**src/rtl/mem_stage_unit_pkg.sv**
```systemverilog
// Shared MEM-stage definitions: control bit positions, FSM encoding and op decode.
package mem_stage_unit_pkg;

  localparam int unsigned WB_REGWRITE  = 1;
  localparam int unsigned WB_MEMTOREG  = 0;
  localparam int unsigned MEM_MEMREAD  = 1;
  localparam int unsigned MEM_MEMWRITE = 0;

  localparam int unsigned TMR_W = 8;

  typedef enum logic [1:0] {
    ST_IDLE   = 2'd0,
    ST_ACCESS = 2'd1,
    ST_DONE   = 2'd2
  } mem_state_e;

  typedef enum logic [1:0] {
    OP_NONE,
    OP_READ,
    OP_WRITE,
    OP_ILLEGAL
  } mem_op_e;

  function automatic mem_op_e decode_op(input logic [1:0] mem);
    mem_op_e op;
    if (mem[MEM_MEMREAD] && mem[MEM_MEMWRITE]) begin
      op = OP_ILLEGAL;
    end else if (mem[MEM_MEMREAD]) begin
      op = OP_READ;
    end else if (mem[MEM_MEMWRITE]) begin
      op = OP_WRITE;
    end else begin
      op = OP_NONE;
    end
    return op;
  endfunction

endpackage

```
**src/rtl/mem_stage_unit_timer.sv**
```systemverilog
// Wait counter for an outstanding data-memory request; flags the cycle whose
// increment would reach TIMEOUT.
module mem_wait_timer
  import mem_stage_unit_pkg::*;
#(
  parameter int unsigned TIMEOUT = 255
) (
  input  logic clk,
  input  logic rst,
  input  logic clr_i,
  input  logic inc_i,
  output logic expire_o
);

  localparam logic [TMR_W-1:0] LAST = TMR_W'(TIMEOUT - 1);

  logic [TMR_W-1:0] cnt_q, cnt_d;

  always_comb begin
    cnt_d = cnt_q;
    if (clr_i) begin
      cnt_d = '0;
    end else if (inc_i) begin
      cnt_d = cnt_q + 1'b1;
    end
  end

  always_ff @(posedge clk) begin
    if (rst) begin
      cnt_q <= '0;
    end else begin
      cnt_q <= cnt_d;
    end
  end

  assign expire_o = (cnt_q == LAST);

endmodule

```
**src/rtl/mem_stage_unit.sv**
```systemverilog
// MEM-stage access controller: runs a req/ack transaction on the data memory,
// stalls upstream while it is outstanding and presents the MEM/WB bundle.
module mem_stage_unit
  import mem_stage_unit_pkg::*;
#(
  parameter int unsigned TIMEOUT = 255
) (
  input  logic        clk,
  input  logic        rst,
  input  logic [1:0]  wb_in,
  input  logic [1:0]  mem_in,
  input  logic [31:0] alu_in,
  input  logic [31:0] rd2_in,
  input  logic [4:0]  wn_in,
  output logic        dm_req,
  output logic        dm_we,
  output logic [31:0] dm_addr,
  output logic [31:0] dm_wdata,
  input  logic        dm_ack,
  input  logic [31:0] dm_rdata,
  output logic        stall,
  output logic        mw_en,
  output logic [1:0]  mw_wb,
  output logic [31:0] mw_rdata,
  output logic [31:0] mw_alu,
  output logic [4:0]  mw_wn,
  output logic        align_err,
  output logic        bus_err
);

  mem_state_e  state_q, state_d;
  logic        we_q, we_d;
  logic [31:0] addr_q, addr_d;
  logic [31:0] wdata_q, wdata_d;
  logic [31:0] rdata_q, rdata_d;
  logic        fault_q, fault_d;
  logic        bus_err_q, bus_err_d;

  logic        tmr_clr, tmr_inc, tmr_expire;
  mem_op_e     op;
  logic        is_access;
  logic        misaligned;

  assign op         = decode_op(mem_in);
  assign is_access  = (op == OP_READ) || (op == OP_WRITE);
  assign misaligned = (alu_in[1:0] != 2'b00);

  mem_wait_timer #(
    .TIMEOUT(TIMEOUT)
  ) u_timer (
    .clk     (clk),
    .rst     (rst),
    .clr_i   (tmr_clr),
    .inc_i   (tmr_inc),
    .expire_o(tmr_expire)
  );

  always_comb begin
    state_d   = state_q;
    we_d      = we_q;
    addr_d    = addr_q;
    wdata_d   = wdata_q;
    rdata_d   = rdata_q;
    fault_d   = fault_q;
    bus_err_d = bus_err_q;
    tmr_clr   = 1'b0;
    tmr_inc   = 1'b0;
    stall     = 1'b0;
    dm_req    = 1'b0;
    align_err = 1'b0;
    mw_wb     = wb_in;
    mw_rdata  = '0;

    case (state_q)
      ST_IDLE: begin
        if (op == OP_ILLEGAL) begin
          align_err = 1'b1;
        end else if (is_access) begin
          if (misaligned) begin
            align_err = 1'b1;
            mw_wb     = '0;
          end else begin
            stall   = 1'b1;
            we_d    = (op == OP_WRITE);
            addr_d  = alu_in;
            wdata_d = rd2_in;
            rdata_d = '0;
            fault_d = 1'b0;
            tmr_clr = 1'b1;
            state_d = ST_ACCESS;
          end
        end
      end

      ST_ACCESS: begin
        dm_req = 1'b1;
        stall  = 1'b1;
        // Ack wins over expiry so a last-cycle ack still counts as success.
        if (dm_ack) begin
          rdata_d = we_q ? '0 : dm_rdata;
          state_d = ST_DONE;
        end else if (tmr_expire) begin
          bus_err_d = 1'b1;
          rdata_d   = '0;
          fault_d   = 1'b1;
          state_d   = ST_DONE;
        end else begin
          tmr_inc = 1'b1;
        end
      end

      ST_DONE: begin
        mw_rdata = rdata_q;
        if (fault_q) begin
          mw_wb = '0;
        end
        state_d = ST_IDLE;
      end

      default: begin
        state_d = ST_IDLE;
      end
    endcase
  end

  always_ff @(posedge clk) begin
    if (rst) begin
      state_q   <= ST_IDLE;
      we_q      <= 1'b0;
      addr_q    <= '0;
      wdata_q   <= '0;
      rdata_q   <= '0;
      fault_q   <= 1'b0;
      bus_err_q <= 1'b0;
    end else begin
      state_q   <= state_d;
      we_q      <= we_d;
      addr_q    <= addr_d;
      wdata_q   <= wdata_d;
      rdata_q   <= rdata_d;
      fault_q   <= fault_d;
      bus_err_q <= bus_err_d;
    end
  end

  assign dm_we    = we_q;
  assign dm_addr  = addr_q;
  assign dm_wdata = wdata_q;
  assign bus_err  = bus_err_q;
  assign mw_en    = ~stall;
  assign mw_alu   = alu_in;
  assign mw_wn    = wn_in;

endmodule

```
**config.mk**
```make
export PLATFORM = sky130hd
export DESIGN_NAME = mem_stage_unit
export DESIGN_NICKNAME = d
export VERILOG_FILES = /design/src/rtl/mem_stage_unit_pkg.sv /design/src/rtl/mem_stage_unit_timer.sv /design/src/rtl/mem_stage_unit.sv
export SDC_FILE = /design/constraint.sdc
export NUM_CORES = 1
export LEC_CHECK = 0
export BUFFER_PORTS_ARGS = -buffer_cell sky130_fd_sc_hd__buf_4
export CORE_MARGIN = 2
export CORE_UTILIZATION = 40
export CTS_CLUSTER_DIAMETER = 50
export DETAILED_ROUTE_END_ITERATION = 8
export MAX_ROUTING_LAYER = met4
export PLACE_DENSITY = 0.74
export SLEW_MARGIN = 0
export SYNTH_ARGS = -nofsm -noshare
export SYNTH_HDL_FRONTEND = slang
export SYNTH_SLANG_ARGS = --single-unit
```
**constraint.sdc**
```tcl
create_clock -name clk -period 2.65 [get_ports clk]
set_input_delay 0.53 -clock clk [delete_from_list [all_inputs] [get_ports clk]]
set_output_delay 0.53 -clock clk [all_outputs]
set_load 0.02 [all_outputs]
```
==> impl_metrics.tcl <==
set metrics [dict create \
    synth_top_area_frac 0.493 \
    grt_max_degree 64 \
    synth_area_leaders "dfxtp_1, nand2_1, a21oi_1" \
    powerDensity_mw_per_mm2 529 \
    clk_latency_ps 380 \
    min_path_type "primary input to flip-flop" \
    cp_slowest_cell "or4_4" \
    dp_hpwl_um 9070 \
    worstSetupPathType "primary input to output pin" \
    timing.final.hold_violations 0 \
    register_area_sq_mm 0.00218 \
    nNetsFinal 803 \
    cts_hold_buffers 0 \
    yosys-top-cells-count "nand2_1, dfxtp_1, a21oi_1, buf_4, and2_1" \
    cts_setup_buffers 0 \
    status "complete, no violations" \
    fp.dieW_um 109 \
    clk_path_buf_depth 2 \
    yosysWarningCount 0 \
    syn_inst 506 \
    p_total_uw 3290 \
    clockRootBuffer "clkbuf_8" \
    synthArstFlopShare 0 \
    drive_above_1_share 0.389 \
    synth.largest_area_cell "dfxtp_1" \
    critPathMaxStageDelay_ps 470 \
    synth_edf_count 0 \
    drv_cap 0 \
    final_cells 836 \
    p_leak_uw 0.00277 \
    slew_viol_final 0 \
    tns_ps 0 \
    die_h_um 109 \
    ys_types 36 \
    synth_ff_type "dfxtp_1" \
    worstPathCellList "buf_4 -> ha_1 -> or4_4 -> a21oi_2 -> inv_1 -> buf_4" \
    ant_nets 0 \
    dr.first_iter.drc_count 235 \
    start_kind "primary input" \
    placed_cells 820 \
    core_area_sq_mm 0.0108 \
    cp_common_cell "buf_4" \
    relSlewSlack 0.617 \
    detail_route.wl_per_cell_um 14.5 \
    dieArea_sq_mm 0.0119 \
    cts_tree "yes" \
    start_util 0.408 \
    htree_levels 3 \
    fin_crit_sh 0.923 \
    skew_ps 11.8 \
    peakVddDrop_mv 0.323 \
    yosysMostFrequentCell "nand2_1" \
    grt_pass1_vias 3567 \
    grt_pass1_wl_um 17600 \
    grtUsageTotal 0.196 \
    rows 38 \
    diodes 0 \
    globalRouteOverflowTotal 0 \
    ys_seq_area_frac 0.493 \
    drcViolationCount 0 \
    endpoint_kind "output pin" \
    via_per_inst 4.82 \
    fin_hold_ws_ps 363 \
    gp_congestion 0.850 \
    clock-sinks 109 \
    syn2layout_area_growth_pct 40.7 \
    drtPass1Iterations 5 \
    syn-cell-area_sq_mm 0.00443 \
    clock.fmax_ghz 0.409 \
    synth-seq-cells 109 \
    period_minus_slack_ps 2450 \
    antenna_found_initial 0 \
    path_clk_slew_ps 100 \
    utilization 0.574 \
    fillers 980 \
    tightest_slew_ps 575 \
    routed_wl_um 12100 \
    rsz0062_at_grt "no" \
    crit_required_ps 2120 \
    path_max_fanout 3 \
    setup_viol 0 \
    io_buffers 238 \
    cts_resized 0 \
    syn_area_per_cell_sq_um 8.75 \
    vias 4033 \
    worstPathArrival_ps 1920 \
    syn_nets 618 \
    cts_buffers 9 \
    design.portCount 249 \
    multi_input_area_sq_mm 0.00175 \
]
## cells by family (layout without fill, tap and decap cells)
family                   Yosys count  in the layout  share of synthesized area
flip-flops                       109            109                      0.493
AND/OR/NAND/NOR                  201            201                      0.208
XOR/XNOR                           5              5                    0.00990
AO/OA/AOI/OAI                    106            106                      0.159
buffers and inverters             79            269                      0.114
adder cells (fa/ha/maj)            4              4                     0.0113
multiplexers                       2              2                    0.00452
## placed cells by master, fill, tap and decap left out, types with 4 or more instances in the layout
cell and n:
dfxtp_1 109, inv_1 9, nor2_1 16, buf_4 242
a21oi_1 64, ha_1 4, a22o_1 32, clkbuf_8 11
nand2_1 131, and2_1 34
## critical path, delay by kind of cell
| kind | cells | cell delay, ps |
|---|---|---|
| AND/OR/NAND/NOR | 1 | 470 |
| buffers and inverters | 3 | 340 |
| adder cells (fa/ha/maj) | 1 | 320 |
| AO/OA/AOI/OAI | 1 | 260 |
## area by class of cell
| type | count | area share |
|---|---|---|
| multi-input combinational | 318 | 0.280 |
| clock buffer | 11 | 0.0243 |
| tap | 140 | 0.0281 |
| timing repair buffer | 244 | 0.298 |
| inverter | 9 | 0.00542 |
| clock inverter | 5 | 0.0131 |
| sequential | 109 | 0.350 |
## registers in the layout, summed over array words and instances, names as in the netlist
signal	cells
dm_addr	32
dm_wdata	32
rdata_q	32
u_timer.cnt_q	8
state_q	2
bus_err	1
dm_we	1
fault_q	1
## metrics by stage
stage               area, sq um  setup slack (ps)
detailed placement         5990               193
finish                     6230               204
floorplan                  4430               311
CTS                        6230               189
global placement           5990               205
global route               6230               148
## final timing paths
| check | cells past startpoint | slack, ps | start | endpoint |
|---|---|---|---|---|
| setup / recovery | 6 | 200 | mem_in[0] | mw_en |
| hold / removal | 2 | 360 | dm_rdata[25] | rdata_q[25] |
| setup reg to reg | 7 | 770 | u_timer.cnt_q[0] | rdata_q[3] |
| hold reg to reg | 2 | 440 | dm_addr[0] | dm_addr[0] |
## metal layers
| metal | wire length [um] | up-vias | track usage | part of all wire |
|---|---|---|---|---|
| li1 | - | 1995 | - | - |
| met1 | 4840 | 1891 | 0.227 | 0.40 |
| met2 | 6260 | 121 | 0.332 | 0.52 |
| met3 | 701 | 26 | 0.0317 | 0.058 |
| met4 | 329 | 0 | 0.0904 | 0.027 |
| met5 | 0 | - | - | 0 |
## where the power goes
group | total [uW] | internal (uW) | switching (uW)
sequential | 1700 | 1680 | 22.7
clock | 1130 | 586 | 544
combinational | 463 | 222 | 241
total | 3290 | 2480 | 808
Power figures use the tool's default switching activity.
